**config.mk**
```make
export PLATFORM = sky130hd
export DESIGN_NAME = hd63701_phase_seq
export DESIGN_NICKNAME = d
export VERILOG_FILES = /design/src/rtl/hd63701_phase_seq.sv
export SDC_FILE = /design/constraint.sdc
export NUM_CORES = 1
export LEC_CHECK = 0
export CAP_MARGIN = 20
export CORE_MARGIN = 5
export CORE_UTILIZATION = 35
export CTS_CLUSTER_DIAMETER = 150
export DETAILED_ROUTE_END_ITERATION = 8
export HOLD_SLACK_MARGIN = 0.05
export RECOVER_POWER = 25
export SLEW_MARGIN = 10
export SYNTH_ARGS = -nofsm -noshare
export SYNTH_HDL_FRONTEND = slang
export SYNTH_SLANG_ARGS = --single-unit
```
**constraint.sdc**
```tcl
create_clock -name clk -period 5.75 [get_ports clk]
set_input_delay 1.15 -clock clk [delete_from_list [all_inputs] [get_ports clk]]
set_output_delay 1.15 -clock clk [all_outputs]
set_load 0.1 [all_outputs]
```
**src/rtl/hd63701_phase_seq.sv**
```systemverilog
// ---------------------------------------------------------------------------
// hd63701_phase_seq
//
// Phase sequencer for an HD63701-style CPU core. It walks the reset vector
// fetch, opcode fetch, the microcoded execute phases and the interrupt entry
// sequence. It also arbitrates between pending NMI, IRQ, WAI sleep and the
// next opcode fetch at each end of instruction.
//
// Optional feature macro: HD63701_SLEEP_EN
//   defined   : MC_WAI at end of instruction parks the core in SLEEP until
//               an interrupt arrives.
//   undefined : MC_WAI is ignored and SLEEP is never entered.
//
// Ports
//   clk      in   core clock, rising edge
//   rst_n    in   asynchronous active-low reset
//   en       in   clock enable; state advances only on enabled edges
//   mc_end   in   microcode end-of-instruction flag (EXEC phases)
//   mc_wai   in   microcode wait-for-interrupt request, qualified by mc_end
//   nmi      in   non-maskable interrupt, rising-edge sensitive
//   irq      in   maskable interrupt, level sensitive
//   imask    in   CCR I flag; 1 blocks irq
//   phase    out  [5:0] current phase code (microcode ROM phase select)
//   vsel     out  [1:0] vector select: 0 reset, 1 NMI, 2 IRQ
//   opc_ld   out  opcode-load strobe, high while phase=FETCH and en=1
//   int_ack  out  one-cycle interrupt-accept pulse after entering INTR0
//   halted   out  high while in HALT
// ---------------------------------------------------------------------------
module hd63701_phase_seq (
    input  logic       clk,
    input  logic       rst_n,
    input  logic       en,
    input  logic       mc_end,
    input  logic       mc_wai,
    input  logic       nmi,
    input  logic       irq,
    input  logic       imask,
    output logic [5:0] phase,
    output logic [1:0] vsel,
    output logic       opc_ld,
    output logic       int_ack,
    output logic       halted
);

    typedef enum logic [5:0] {
        PH_RST   = 6'd0,
        PH_VECT  = 6'd1,
        PH_VEC1  = 6'd2,
        PH_VEC2  = 6'd3,
        PH_FETCH = 6'd4,
        PH_SLEEP = 6'd5,
        PH_EXEC0 = 6'd16,
        PH_EXEC1 = 6'd17,
        PH_EXEC2 = 6'd18,
        PH_EXEC3 = 6'd19,
        PH_EXEC4 = 6'd20,
        PH_EXEC5 = 6'd21,
        PH_EXEC6 = 6'd22,
        PH_EXEC7 = 6'd23,
        PH_EXEC8 = 6'd24,
        PH_EXEC9 = 6'd25,
        PH_INTR0 = 6'd32,
        PH_INTR1 = 6'd33,
        PH_INTR2 = 6'd34,
        PH_INTR3 = 6'd35,
        PH_INTR4 = 6'd36,
        PH_INTR5 = 6'd37,
        PH_INTR6 = 6'd38,
        PH_INTR7 = 6'd39,
        PH_INTR8 = 6'd40,
        PH_INTR9 = 6'd41,
        PH_HALT  = 6'd63
    } phase_t;

    typedef enum logic [1:0] {
        VEC_RESET = 2'd0,
        VEC_NMI   = 2'd1,
        VEC_IRQ   = 2'd2
    } vec_t;

    phase_t phase_q, phase_d;
    vec_t   vsel_q, vsel_d;
    logic   enter_intr;
    logic   int_ack_q;
    logic   nmi_prev;
    logic   nmi_pend;
    logic   nmi_rise;
    logic   irq_req;
    logic   int_take;
    vec_t   int_vec;

    assign nmi_rise = nmi & ~nmi_prev;
    assign irq_req  = irq & ~imask;

    // A pending NMI always outranks a maskable IRQ.
    assign int_take = nmi_pend | irq_req;
    assign int_vec  = nmi_pend ? VEC_NMI : VEC_IRQ;

`ifndef HD63701_SLEEP_EN
    // WAI has no effect in this build; the input is intentionally unused.
    logic unused_wai;
    assign unused_wai = mc_wai;
`endif

    // NOTE: every signal written here gets a default first so that no path
    // leaves it unassigned; otherwise synthesis would infer a latch.
    always_comb begin
        phase_d    = phase_q;
        vsel_d     = vsel_q;
        enter_intr = 1'b0;

        case (phase_q)
            PH_RST:   phase_d = PH_VECT;
            PH_VECT:  phase_d = PH_VEC1;
            PH_VEC1:  phase_d = PH_VEC2;
            PH_VEC2:  phase_d = PH_FETCH;
            PH_FETCH: phase_d = PH_EXEC0;

            PH_EXEC0, PH_EXEC1, PH_EXEC2, PH_EXEC3, PH_EXEC4,
            PH_EXEC5, PH_EXEC6, PH_EXEC7, PH_EXEC8, PH_EXEC9: begin
                if (!mc_end) begin
                    // Running past the last execute slot means the microcode
                    // never terminated the instruction: lock up in HALT.
                    if (phase_q == PH_EXEC9) begin
                        phase_d = PH_HALT;
                    end else begin
                        phase_d = phase_t'(phase_q + 6'd1);
                    end
                end else if (int_take) begin
                    phase_d    = PH_INTR0;
                    vsel_d     = int_vec;
                    enter_intr = 1'b1;
                end
`ifdef HD63701_SLEEP_EN
                else if (mc_wai) begin
                    phase_d = PH_SLEEP;
                end
`endif
                else begin
                    phase_d = PH_FETCH;
                end
            end

`ifdef HD63701_SLEEP_EN
            PH_SLEEP: begin
                if (int_take) begin
                    phase_d    = PH_INTR0;
                    vsel_d     = int_vec;
                    enter_intr = 1'b1;
                end
            end
`endif

            PH_INTR0, PH_INTR1, PH_INTR2, PH_INTR3, PH_INTR4,
            PH_INTR5, PH_INTR6, PH_INTR7, PH_INTR8: begin
                phase_d = phase_t'(phase_q + 6'd1);
            end

            // The interrupt sequence finishes by fetching its vector through
            // the same VECT..VEC2 path used after reset.
            PH_INTR9: phase_d = PH_VECT;

            PH_HALT:  phase_d = PH_HALT;

            // Unused encodings recover through the reset sequence.
            default:  phase_d = PH_RST;
        endcase
    end

    // NOTE: sequential state uses non-blocking assignments so every register
    // samples the pre-edge values, independent of statement order.
    always_ff @(posedge clk or negedge rst_n) begin
        if (!rst_n) begin
            phase_q   <= PH_RST;
            vsel_q    <= VEC_RESET;
            int_ack_q <= 1'b0;
            nmi_prev  <= 1'b0;
            nmi_pend  <= 1'b0;
        end else begin
            // NMI edge detection runs on every clock, not just enabled ones,
            // so a short pulse is never missed while the core is stalled.
            nmi_prev  <= nmi;
            int_ack_q <= en & enter_intr;

            // A fresh edge takes precedence over the clear, so an NMI that
            // arrives while the previous one is being accepted is kept.
            if (nmi_rise) begin
                nmi_pend <= 1'b1;
            end else if (en && enter_intr && vsel_d == VEC_NMI) begin
                nmi_pend <= 1'b0;
            end

            if (en) begin
                phase_q <= phase_d;
                vsel_q  <= vsel_d;
            end
        end
    end

    assign phase   = phase_q;
    assign vsel    = vsel_q;
    assign opc_ld  = en & (phase_q == PH_FETCH);
    assign int_ack = en & int_ack_q;
    assign halted  = (phase_q == PH_HALT);

endmodule

```
==> results.cfg, run 1 <==
[routing]
ant_nets = 0
dr.pass1.iters = 4
drt_iter0_drc = 16
vias = 802
wl_um = 2110
via_per_inst = 5.53
drc = 0
wl_per_cell_um = 14.5

[timing]
min_period_ns = 4.48
fin_worst_skew_ns = 0.00289
holdWs_ns = 0.412
fmax_mhz = 223
finalHoldViolations = 0
grt_setup_unrepaired = false
worstMarginPinSlew_ns = 0.986
drv_slew = 0
worst_slew_margin_rel_pct = 34.1
period_share_pct = 77.9
setup_tns_ns = 0
setup_violations = 0

[power]
irDropWorstVdd_v = 0.000396
leakage_nw = 0.442
clockPowerShare_pct = 7.7
p_seq_share_pct = 24.3
p_comb_share_pct = 68.0
sw_frac_of_total_pct = 58.9
intPower_w = 0.000270
cellPowerDensity_nw_per_um2 = 596
power.switching_w = 0.000386

[finish]
stdcell_count = 145
n_antenna_cell = 0
regArea_um2 = 275
nFillCells = 243
drive_gt1_share_pct = 12.2
final_nets = 128
area_growth_pct = 19.8
multi_input_area_um2 = 559
fin_util_pct = 43.9

[clock_network]
cts_buffers = 3
cts_max_path_buffers = 2
path_clk_slew_ns = 0.06
cts_resized = 0
cts_tree = yes
clockRootBuffer = clkbuf_4
clock_latency_ns = 0.26
cts_max_level = 1
post_cts_buffers = 0
hold_buffers = 0
clock_sinks = 11

[place]
gp_congestion = 0.842
placed_cells = 141
io_buffers = 17
place_hpwl_um = 1640

[synth]
syn_area_um2 = 917
async_flop_share_pct = 100
synthCells = 100
yosysTopAreaCellShare_pct = 30.0
synth_top_area_cell = dfrtp_1
ys_seq_area_share_pct = 30.0
synth_edf_count = 0
avgSynthCellArea_um2 = 9.17
yosys_register_bits = 11
yosysUniqueCellTypes = 46
synth_nets = 112
synth.area.top_cells = dfrtp_1 30%, ha_1 5.5%, nor2_1 5.3%, buf_6 4.9%, o32a_1 3.3%
ys.flop_type = dfrtp_1
yosysWarnings = 0

[worst_setup_path]
reg2reg_from = phase[0]
reg2regPathDepth = 7
critPathCaptureType = primary output
r2r_end = phase[2]
cp.required_ns = 4.60
crit_fanout = 14
r2r_slack_ns = 3.61
worst-setup-path-type = in -> out
worstPathArrival_ns = 3.33
crit_path_start_kind = primary input

[floorplanning]
fp.coreArea_um2 = 2500
dieArea_um2 = 3740
rows = 18
die_h_um = 61.2
initial_utilization_pct = 36.7
top_level_ports = 19
fp.dieW_um = 61.2

[worst_hold_path]
min-delay-start = nmi_prev
worst_hold_path.endpoint = nmi_pend
holdPathStages = 1
hold_class = reg -> reg

[global_route]
overflow = 0
grtUsageTotal_pct = 12.5
antenna_found_initial = 0
grt_pass1_vias = 758
grt_start_max_net_pins = 18
grt_first_pass_wirelength_um = 3480

[status]
outcome = completed

[job]
maxCapViolations = 0
-- sequential cells by signal, indices dropped and copies added (netlist names) --
| signal | flops |
|---|---|
| int_ack_q | 1 |
| phase | 6 |
| vsel | 2 |
| nmi_pend | 1 |
| nmi_prev | 1 |
-- cells by family after synthesis --
family,after synthesis,synth area share (%)
simple gates,41,26.9
compound gates,28,26.6
buf+inv,14,9.00
flops,11,30.0
fa+ha+maj,4,5.46
xor+xnor,1,0.955
mux,1,1.09
-- cell type report --
class                   instances  area share [%]
multi-input cells              75            50.9
flip-flops and latches         11            25.1
repair buffers                 17            15.5
well taps                      30            3.42
inverters                       8            2.73
clock buffers                   4            2.39
-- through the flow --
step	setup WS, ns	area (um^2)	power (W)
finish	1.27	1100	0.000655
global route	1.21	1100	0.000701
CTS	1.27	1100	0.000657
detailed placement	1.28	1070	0.000605
global placement	1.30	1070	0.000603
floorplan	1.84	917	0.000526
-- cell usage after synthesis (2+ instances only) --
| cell type | count |
|---|---|
| a21oi_1 | 3 |
| buf_6 | 4 |
| clkbuf_1 | 2 |
| dfrtp_1 | 11 |
| ha_1 | 4 |
| inv_1 | 8 |
| nand2_1 | 5 |
| nand2b_1 | 3 |
| nand3_1 | 4 |
| nor2_1 | 13 |
| nor2b_1 | 2 |
| o21ai_0 | 3 |
| o22ai_1 | 2 |
| o32a_1 | 3 |
| or3_4 | 2 |
-- worst max-delay path, stage by stage --
cell and delay (ns):
clkdlybuf4s50_1 0.79, nand3_1 0.13, nor2_1 0.12, clkdlybuf4s50_1 1.14
-- layout by cell type (no fill, tap or decap), types with 2 or more instances in the layout --
master and n:
nand3_1 4, nor2b_1 2, clkbuf_4 3, nor2_1 13, dlygate4sd3_1 2, dfrtp_1 11
clkdlybuf4s50_1 15, or3_4 2, nand2_1 5, nand2b_1 3, inv_1 8, o21ai_0 3
o32a_1 3, o22ai_1 2, ha_1 4, a21oi_1 3
-- power groups by stage --
stage	sequential [W]	combinational (W)	clock [W]
finish	0.000159	0.000445	0.0000504
CTS	0.000160	0.000445	0.0000523
global route	0.000168	0.000475	0.0000582
detailed placement	0.000161	0.000443	0
global placement	0.000161	0.000442	0
floorplan	0.000288	0.000238	0
-- how the worst max path moves through the flow --
stage	to	cells past startpoint	from	slack [ns]
2_1_floorplan	opc_ld	3	en	1.84
3_3_place_gp	opc_ld	4	en	1.30
3_5_place_dp	opc_ld	4	en	1.28
4_1_cts	opc_ld	4	en	1.27
5_1_grt	opc_ld	4	en	1.21
6_report	opc_ld	4	en	1.27
-- per-layer routing --
metal  up-vias  global-route usage, %  share of wire, %
met2        18                   18.6                46
met3         2                   4.82               6.0
li1        403                      -                 -
met4         0                   1.55              0.38
met1       379                   17.6                48
met5         -                      0                 0
(Power assumes the default switching activity.)
==> inputs of run 2 (changes only) <==
==> constraint.sdc (replaced) <==
create_clock -name clk -period 3.9 [get_ports clk]
set_input_delay 0.78 -clock clk [delete_from_list [all_inputs] [get_ports clk]]
set_output_delay 0.78 -clock clk [all_outputs]
set_load 0.1 [all_outputs]
==> run 2 against run 1 <==
Routed wire length decreased by 2.8%. Critical path depth decreased by 3. Via count decreased by 1.6%. Core utilization decreased by 0.40 points. First-iteration DRC count increased by 38%. Critical endpoint is now phase[3]. Sequential share of layout area increased by 0.23 points. Setup slack got worse by 0.29 ns. Final cell count unchanged.
==> results.cfg, run 2 (same netlist as run 1, synthesis figures left out) <==
[status]
outcome = completed

[worst_setup_path]
critical_path_depth = 1
r2r_end = phase[2]
path_buf_inv = 1
worstPathArrival_ns = 2.14
reg2regPathDepth = 7
critPathCaptureType = primary output
crit_path_start_kind = flop
slowest_delay_ns = 1.23
crit_start = phase[3]
path_cells = clkdlybuf4s50_1
crit_end = phase[3]
path_delay_family = buffers and inverters
crit_fanout = 13
reg2reg_from = phase[0]
r2r_slack_ns = 1.75
cp.required_ns = 3.12
slowest_stage = clkdlybuf4s50_1
worst-setup-path-type = reg -> out

[timing]
setup_tns_ns = 0
drv_slew = 0
holdWs_ns = 0.412
period_share_pct = 74.9
finalHoldViolations = 0
setup_violations = 0
min_period_ns = 2.92
grt_setup_unrepaired = false
worstMarginPinSlew_ns = 0.989
fmax_mhz = 342
worst_slew_margin_rel_pct = 33.9
fin_worst_skew_ns = 0.00490

[routing]
via_per_inst = 5.44
drc = 0
wl_per_cell_um = 14.1
dr.pass1.iters = 4
drt_iter0_drc = 22
ant_nets = 0
wl_um = 2050
vias = 789

[global_route]
grt_use_met2_pct = 17.4
grtUsageTotal_pct = 12.3
grt_pass1_vias = 721
grt_first_pass_wirelength_um = 3470
grt-busiest-layer = met1
grt_start_max_net_pins = 18
overflow = 0
antenna_found_initial = 0
grt_util_met1_pct = 19.0
grt_util_met3_pct = 3.77

[finish]
n_antenna_cell = 0
largest_reg_flops = 6
fin_util_pct = 43.5
drive_gt1_share_pct = 15.7
area_growth_pct = 18.7
final_common_cell = nor2_1
final_area_um2 = 1090
layout_common_cells = 13 x nor2_1, 11 x clkdlybuf4s50_1, 11 x dfrtp_1, 8 x inv_1, 5 x nand2_1
nFillCells = 262
final_nets = 128

[clock_network]
clockRootBuffer = clkbuf_4
post_cts_buffers = 0
cts_buffers = 3
path_clk_slew_ns = 0.07
cts_max_level = 1
clock_sinks = 11
clock_latency_ns = 0.27
hold_buffers = 0
cts_tree = yes
cts_max_path_buffers = 2
cts_resized = 0

[place]
dpl-instance-area_um2 = 1060
io_buffers = 17
place_hpwl_um = 1590
gp_congestion = 0.852

[floorplanning]
initial_utilization_pct = 36.7
fp.dieW_um = 61.2
fp.coreArea_um2 = 2500
top_level_ports = 19
die_h_um = 61.2
dieArea_um2 = 3740
rows = 18

[worst_hold_path]
min-delay-start = nmi_prev
hold_class = reg -> reg

[power]
irDropWorstVdd_v = 0.000590
cellPowerDensity_nw_per_um2 = 886
power.total_w = 0.000964
leakage_nw = 0.450

[job]
maxCapViolations = 0
-- run 2: cell types whose count changed in the layout (fill, tap and decap cells not counted), sizes merged --
| cell | delta |
|---|---|
| buf | +4 |
| clkdlybuf4s50 | -4 |
-- run 2: per-layer routing --
layer  up-vias  part of all wire [%]
met2        19                    45
met1       372                    49
met4         0                     0
met5         -                     0
li1        398                     -
met3         0                   6.0
-- run 2: how the worst min path moves through the flow --
stage,endpoint,cells past startpoint,slack (ns)
2_1_floorplan,nmi_pend,1,0.40
3_3_place_gp,nmi_pend,1,0.40
3_5_place_dp,nmi_pend,1,0.41
4_1_cts,nmi_pend,1,0.42
5_1_grt,nmi_pend,1,0.44
6_report,nmi_pend,1,0.41
-- run 2: through the flow --
| step | cells | setup slack (ns) |
|---|---|---|
| 2_1_floorplan | 100 | 0.395 |
| 3_3_place_gp | 141 | 1.02 |
| 3_5_place_dp | 141 | 1.02 |
| 4_1_cts | 145 | 0.966 |
| 5_1_grt | 145 | 0.906 |
| 6_report | 145 | 0.980 |
-- run 2: layout make-up --
type	instances	area (um^2)	area share, %
multi-input cells	75	559	51.4
flip-flops and latches	11	275	25.3
repair buffers	17	160	14.7
well taps	30	37.5	3.45
inverters	8	30.0	2.76
clock buffers	4	26.3	2.41
-- run 2: where the power goes --
part           switching [W]  internal [W]
logic               0.000447      0.000206
registers          0.0000844      0.000149
clock network      0.0000380     0.0000396
total               0.000569      0.000395
==> inputs of run 3 (changes only) <==
==> constraint.sdc (replaced) <==
create_clock -name clk -period 2.7 [get_ports clk]
set_input_delay 0.54 -clock clk [delete_from_list [all_inputs] [get_ports clk]]
set_output_delay 0.54 -clock clk [all_outputs]
set_load 0.1 [all_outputs]
==> run 3 against run 2 <==
Cell area up 4.0%. Final cell count up 0.69%. Flip-flop and latch count unchanged. Register-to-register slack worse by 1.1 ns. Sequential share of layout area down 0.32 points. First-iteration DRC count up 59%. Via count up 3.8%. Total power up 46%.
==> results.cfg, run 3 (same netlist as run 1, synthesis figures left out) <==
[routing]
drt_iter0_drc = 35
wl_um = 2280
ant_nets = 0
drc = 0
vias = 819
via_per_inst = 5.61
wl_per_cell_um = 15.6
dr.pass1.iters = 4

[floorplanning]
die_h_um = 61.2
initial_utilization_pct = 36.7
fp.coreArea_um2 = 2500
dieArea_um2 = 3740
top_level_ports = 19
fp.dieW_um = 61.2
rows = 18

[global_route]
grt_pass1_vias = 819
overflow = 0
grtUsageTotal_pct = 14.8
grt_start_max_net_pins = 18
antenna_found_initial = 0
grt_first_pass_wirelength_um = 4140

[timing]
worst_slew_margin_rel_pct = 64.5
finalHoldViolations = 0
fin_worst_skew_ns = 0.00272
setup_tns_ns = 0
worstMarginPinSlew_ns = 0.529
fmax_mhz = 419
drv_slew = 0
period_share_pct = 88.4
setup_violations = 0
grt_setup_unrepaired = false
min_period_ns = 2.39

[clock_network]
clock_latency_ns = 0.26
path_clk_slew_ns = 0.07
clockRootBuffer = clkbuf_4
post_cts_buffers = 0
clock_sinks = 11
hold_buffers = 0
cts_tree = yes
cts_resized = 0
cts_buffers = 3
cts_max_level = 1
cts_max_path_buffers = 2

[worst_setup_path]
worst-setup-path-type = reg -> out
cp.required_ns = 2.16
r2r_end = phase[2]
critPathCaptureType = primary output
crit_start = phase[0]
slowest_delay_ns = 0.43
r2r_slack_ns = 0.64
path_buf_inv = 2
slowest_stage = dfrtp_2
worstPathArrival_ns = 1.85
reg2regPathDepth = 6
crit_fanout = 8
path_cells = ha_1, nand2_1, or3_4, inv_1, buf_12
crit_path_start_kind = flop
path_delay_family = simple AND/OR/NAND/NOR gates
reg2reg_from = phase[0]

[finish]
stdcell_count = 146
final_common_cell = nor2_1
largest_reg_flops = 6
nFillCells = 266
n_antenna_cell = 0
drive_gt1_share_pct = 29.3
final_nets = 129
layout_common_cells = 12 x nor2_1, 9 x buf_4, 8 x inv_1, 6 x dfrtp_2
area_growth_pct = 23.5
final_area_um2 = 1130

[worst_hold_path]
min-delay-start = nmi_prev
hold_class = reg -> reg
holdPathStages = 1
worst_hold_path.endpoint = nmi_pend

[power]
power.total_w = 0.00140
irDropWorstVdd_v = 0.000815
leakage_nw = 0.466
cellPowerDensity_nw_per_um2 = 1240

[job]
maxCapViolations = 0

[place]
gp_congestion = 0.865
place_hpwl_um = 1790
io_buffers = 17
dpl-instance-area_um2 = 1100
placed_cells = 142

[status]
outcome = completed
run 3: cell types whose count changed in the layout (fill, tap and decap cells not counted), sizes merged:
cell	change
buf	+8
clkbuf	-1
clkdlybuf4s50	-7
clkinv	+1
run 3: worst max path at each step:
stage | endpoint | slack [ns] | depth (start not counted)
2_1_floorplan | halted | 0.02 | 4
3_3_place_gp | phase[0] | 0.62 | 5
3_5_place_dp | halted | 0.59 | 5
4_1_cts | halted | 0.29 | 5
5_1_grt | halted | 0.16 | 5
6_report | halted | 0.31 | 5
run 3: layout make-up:
cell class | instances | area (um^2) | share of cell area, %
Sequential cell | 11 | 283 | 25.0
Inverter | 8 | 30.0 | 2.65
Timing Repair Buffer | 18 | 188 | 16.6
Clock buffer | 3 | 22.5 | 1.99
Tap cell | 30 | 37.5 | 3.31
Multi-Input combinational cell | 75 | 567 | 50.1
Clock inverter | 1 | 5.00 | 0.442
run 3: metrics by stage:
step	setup WS [ns]	hold WS, ns	util, %
floorplan	0.0210	0.244	-
global placement	0.621	0.407	44.2
detailed placement	0.588	0.423	44.2
CTS	0.288	0.434	45.3
global route	0.164	0.466	45.3
finish	0.312	0.427	45.3
run 3: per-layer routing:
layer / vias up / wire length, um / GRT usage, %
met4: 0 / 11 / 2.79
met3: 2 / 142 / 3.98
met1: 394 / 1040 / 21.6
li1: 400 / - / -
met5: - / 0 / 0
met2: 23 / 1090 / 22.1
run 3: power breakdown:
group	internal, W	switching, W	total, W
combinational	0.000290	0.000652	0.000942
clock	0.0000548	0.0000545	0.000109
sequential	0.000223	0.000130	0.000353
total	0.000568	0.000836	0.00140
